--- src/rtl/mult32_shift_seq.sv ---
// mult32_shift_seq: iterative 32x32 -> 64-bit unsigned shift-and-add multiplier.
// One conditional add plus a one-bit right shift of {carry,HI,LO} per clock;
// 32 iterations per product. HI/LO are the working registers and hold the
// product from the DONE cycle until the next accepted START.
module mult32_shift_seq #(
  parameter int WIDTH = 32,
  parameter int CNT_W = 6
) (
  input  logic             CLK,
  input  logic             RST,
  input  logic             START,
  input  logic [WIDTH-1:0] A,
  input  logic [WIDTH-1:0] B,
  output logic             BUSY,
  output logic             DONE,
  output logic [WIDTH-1:0] HI,
  output logic [WIDTH-1:0] LO
);

  localparam int SH_W = $clog2(WIDTH);

  localparam logic [1:0] S_IDLE = 2'd0;
  localparam logic [1:0] S_RUN  = 2'd1;
  localparam logic [1:0] S_DONE = 2'd2;

  localparam logic [CNT_W-1:0] LAST_ITER = CNT_W'(WIDTH - 1);

  logic [1:0]       state;
  logic [1:0]       state_next;
  logic [WIDTH-1:0] mcand;
  logic [CNT_W-1:0] cnt;
  logic             accept;
  logic [WIDTH:0]   sum;
  logic [WIDTH-1:0] hi_shift;
  logic [WIDTH-1:0] lo_shift;
  logic [WIDTH-1:0] hi_next;
  logic [WIDTH-1:0] lo_next;

  // Barrel-shift stage (SHIFT32 behaviour): lnr=1 shifts left, lnr=0 shifts
  // right, zero fill in both directions. Used twice, right by one, below.
  function automatic logic [WIDTH-1:0] shift32(
    input logic [WIDTH-1:0] d,
    input logic [SH_W-1:0]  s,
    input logic             lnr
  );
    return lnr ? (d << s) : (d >> s);
  endfunction

  // A new operation is only accepted when no multiply is in flight.
  assign accept = START && ((state == S_IDLE) || (state == S_DONE));

  // Conditional add keeps the carry in bit WIDTH so the product stays exact.
  assign sum = LO[0] ? ({1'b0, HI} + {1'b0, mcand}) : {1'b0, HI};

  assign hi_shift = shift32(sum[WIDTH-1:0], SH_W'(1), 1'b0);
  assign lo_shift = shift32(LO, SH_W'(1), 1'b0);

  // The shifters zero-fill the MSB; the carry enters HI and sum[0] enters LO.
  assign hi_next = hi_shift | {sum[WIDTH], {(WIDTH-1){1'b0}}};
  assign lo_next = lo_shift | {sum[0],     {(WIDTH-1){1'b0}}};

  assign BUSY = (state == S_RUN);
  assign DONE = (state == S_DONE);

  // Next-state decode: IDLE/DONE start on START, RUN ends after the last iteration.
  always_comb begin
    // NOTE: default first so every path assigns state_next and no latch is inferred.
    state_next = state;
    case (state)
      S_IDLE:  state_next = START ? S_RUN : S_IDLE;
      S_RUN:   state_next = (cnt == LAST_ITER) ? S_DONE : S_RUN;
      S_DONE:  state_next = START ? S_RUN : S_IDLE;
      default: state_next = S_IDLE;
    endcase
  end

  // State register with synchronous reset taking priority over START.
  always_ff @(posedge CLK) begin
    // NOTE: non-blocking assignments so all flops update from pre-edge values.
    if (RST) begin
      state <= S_IDLE;
    end else begin
      state <= state_next;
    end
  end

  // Datapath: latch operands on accept, one shift-add iteration per RUN cycle.
  always_ff @(posedge CLK) begin
    if (RST) begin
      mcand <= '0;
      HI    <= '0;
      LO    <= '0;
      cnt   <= '0;
    end else if (accept) begin
      mcand <= A;
      HI    <= '0;
      LO    <= B;
      cnt   <= '0;
    end else if (state == S_RUN) begin
      HI  <= hi_next;
      LO  <= lo_next;
      cnt <= cnt + 1'b1;
    end
  end

endmodule

--- config.mk ---
export PLATFORM = sky130hd
export DESIGN_NAME = mult32_shift_seq
export DESIGN_NICKNAME = d
export VERILOG_FILES = /design/src/rtl/mult32_shift_seq.sv
export SDC_FILE = /design/constraint.sdc
export NUM_CORES = 1
export LEC_CHECK = 0
export BUFFER_PORTS_ARGS = -buffer_cell sky130_fd_sc_hd__buf_4
export CAP_MARGIN = 20
export CELL_PAD_IN_SITES_DETAIL_PLACEMENT = 1
export CELL_PAD_IN_SITES_GLOBAL_PLACEMENT = 1
export CORE_ASPECT_RATIO = 0.75
export CORE_MARGIN = 4
export CORE_UTILIZATION = 25
export CTS_CLUSTER_DIAMETER = 50
export DETAILED_ROUTE_END_ITERATION = 10
export GPL_ROUTABILITY_DRIVEN = 0
export GPL_TIMING_DRIVEN = 0
export HOLD_SLACK_MARGIN = 0.12
export PLACE_DENSITY_LB_ADDON = 0.1
export SLEW_MARGIN = 10
export SYNTH_ARGS = -nofsm -noshare
export SYNTH_HDL_FRONTEND = slang
export SYNTH_SLANG_ARGS = --single-unit
--- constraint.sdc ---
create_clock -name CLK -period 5.4 [get_ports CLK]
set_input_delay 0.81 -clock CLK [delete_from_list [all_inputs] [get_ports CLK]]
set_output_delay 0.81 -clock CLK [all_outputs]
set_load 0.005 [all_outputs]
==> metrics.cfg <==
[run_status]
status = finished, final reports clean

[setup_path]
r2r_start = HI[0]$_SDFFE_PP0P_
startpoint = state[0]$_SDFF_PP0_
crit_arrival_ps = 2440
rr_endpoint = HI[27]$_SDFFE_PP0P_
r2r_slack_ps = 2420
slowest_stage = clkbuf_1
crit_required_ps = 4590
crit_end = BUSY
crit_chain = nand2b_1 -> inv_1 -> clkbuf_1 -> clkbuf_1 -> buf_4
path_max_fanout = 10
crit_type = reg -> out
end_kind = output pin
startpoint_type = register
worst_path_most_repeated_cell = clkbuf_1
slowest_delay_ps = 590
rr_worst_depth = 10

[pwr]
pwr-share-seq_pct = 45.9
p_per_area_nw_per_um2 = 249
internal_power_mw = 1.28
pwr-share-clk_pct = 34.6
switching_share_pct = 30.7
p_sw_mw = 0.567
pwr-share-comb_pct = 19.5
ir_worst_vdd_mv = 0.148
p_leak_nw = 3.03

[logic_synthesis]
synth.area.mux_share_pct = 1.75
synth-seq-cells = 104
synth_seq_area_share_pct = 35.9
synth_cells = 731
synth_ff_type = dfxtp_1
synth.avg_cell_area_um2 = 7.93
synth_top_family_by_area = compound AO/OA/AOI/OAI gates
syn-cell-area_um2 = 5800
synth_xor_xnor_area_share_pct = 4.23
synth.distinct_cells = 67
synth_compound_area_share_pct = 28.8
yosys.area_share.adder_pct = 7.46
synth_enable_flop_cells = 0
yosys_warnings = 0
yosys.area_share.simple_pct = 18.4
synth-async-reset-ratio_pct = 0
syn-num-nets = 832

[floorplanning]
core_area_um2 = 22500
boundaryPins = 133
die_area_um2 = 25700
die-width_um = 184
core.rowCount = 47
initial_core_util_pct = 25.8
die_y_um = 140

[finish]
diodes = 0
most-common-layout-cells = buf_4 (132), nand2_1 (130), a21oi_1 (123)
finalNetCount = 975
layout_commonest_cell = buf_4
seq_area_um2 = 2080
multi_input_area_um2 = 3520
drive_gt1_share_pct = 18.9
fill_cells = 2735
area_growth_pct = 28.1

[route]
via_per_inst = 5.13
wl_per_cell_um = 19.4
first_pass_iters = 4
antenna_left = 0
drt-initial-drc-count = 262
totalWireLength_um = 22700
num_vias = 6008
drc = 0

[cts]
postCtsResizedCells = 0
cts_tree = yes
postCtsSetupRepairBufs = 0
postCtsHoldBufs = 0
clock-sinks = 104
clockRootBuffer = clkbuf_16
clk_pin_slew_ps = 80
ctsHtreeMaxLevel = 3
clk_path_buf_depth = 2
cts_made_buffers = 9
clk_latency_ps = 360

[placed_design]
io_buffers = 132
dp.final_hpwl_um = 17400

[timing]
min_period_ps = 3250
finalCritPeriodShare_pct = 60.2
setup_violations = 0
slew_headroom_pct = 35.4
drv_slew = 0
max_freq_mhz = 308
fin_tns_setup_ps = 0
hold_ws_ps = 465
worstMarginPinSlew_ps = 965
skew_ps = 11.2
rsz0062_at_grt = no
finalHoldViolCount = 0

[global_route]
grt_pass1_vias = 6279
grt_usage_pct = 17.1
grt_max_degree = 17
antenna_found_initial = 0
grt_overflow_total = 0
grt_pass1_wl_um = 35200

[worst_hold_path]
hold_path.class = reg -> reg
whs_path_depth = 2

[job]
drv_cap = 0

[critical path, delay by kind of cell, from the launching register on]
| family | cells | cell delay, ps |
|---|---|---|
| buf+inv | 4 | 1520 |
| flops | 1 | 380 |
| simple gates | 1 | 180 |
[how the worst min path moves through the flow]
stage	startpoint	endpoint	slack [ps]
finish	mcand[10]$_SDFFE_PP0P_	mcand[10]$_SDFFE_PP0P_	470
global placement	mcand[0]$_SDFFE_PP0P_	mcand[0]$_SDFFE_PP0P_	450
floorplan	mcand[0]$_SDFFE_PP0P_	mcand[0]$_SDFFE_PP0P_	440
detailed placement	mcand[11]$_SDFFE_PP0P_	mcand[11]$_SDFFE_PP0P_	460
global route	mcand[17]$_SDFFE_PP0P_	mcand[17]$_SDFFE_PP0P_	490
CTS	mcand[29]$_SDFFE_PP0P_	mcand[29]$_SDFFE_PP0P_	470
[metal layers]
metal	vias to the layer above	track usage (%)	share of wire, %	routed length, um
li1	2914	-	-	-
met1	2968	24.3	50	11300
met2	111	27.2	46	10400
met3	15	3.06	3.5	793
met4	0	3.89	1.0	238
met5	-	0	0	0
[power by group through the flow]
stage          combinational (mW)  sequential (mW)  clock, mW
2_1_floorplan               0.196            0.857          0
3_3_place_gp                0.356            0.866          0
3_5_place_dp                0.364            0.867          0
4_1_cts                     0.365            0.850      0.660
5_1_grt                     0.399            0.856      0.693
6_report                    0.360            0.850      0.640
[metrics by stage]
step | util, % | setup WS, ps | instances | power (mW) | instance area [um^2]
floorplan | - | 2890 | 731 | 1.05 | 5800
CTS | 33.1 | 2120 | 1172 | 1.88 | 7430
global placement | 31.9 | 2490 | 1157 | 1.22 | 7160
detailed placement | 31.9 | 2420 | 1157 | 1.23 | 7160
finish | 33.1 | 2150 | 1172 | 1.85 | 7430
global route | 33.1 | 1960 | 1172 | 1.95 | 7430
[registers in the layout, summed over array words and instances, names as in the netlist]
name and cells:
HI 32, mcand 32, state 2, cnt 6, LO 32
[cell usage after synthesis, types with 2 or more instances]
library cell  number  area (um^2)
a211oi_1          17          128
a21o_1            13         97.6
a21oi_1          123          616
a21oi_2            3         26.3
a221oi_1           4         35.0
a22oi_1           31          233
a311oi_1           3         26.3
a31oi_1            3         18.8
a41oi_1            2         17.5
and2_1             3         18.8
and3_1            10         62.6
buf_1             11         41.3
clkbuf_1          34          128
dfxtp_1          104         2080
ha_1              33          413
inv_1              5         18.8
mux2i_1            9         90.1
nand2_1          130          488
nand2b_1           6         37.5
nand3_1            7         35.0
nand4_1            3         18.8
nand4b_1           2         17.5
nor2_1            39          146
nor2b_1            9         56.3
nor3_1            15         75.1
nor3b_1            2         15.0
o211ai_1           2         15.0
o211ai_2           2         25.0
o21ai_0           29          145
o21ai_1            8         40.0
o21ai_2            2         17.5
o22ai_1            4         25.0
or2_2              2         12.5
or3_1              2         12.5
xnor2_1           15          131
xor2_1            13          114
[cells by family (layout without fill, tap and decap cells)]
group / after synthesis / after routing
AOI/OAI and AO/OA: 265 / 265
and+or+nand+nor: 238 / 238
DFF: 104 / 104
buffers and inverters: 52 / 199
adders and majority gates: 34 / 34
xor gates and xnor gates: 28 / 28
muxes: 10 / 10
[layout make-up]
cell class,instances,area share (%)
clock buffers,11,3.27
flip-flops and latches,104,28.0
plain buffers,46,2.34
clock inverters,4,0.387
multi-input cells,575,47.4
inverters,6,0.303
repair buffers,132,13.3
well taps,294,4.95
(Power assumes the default switching activity.)
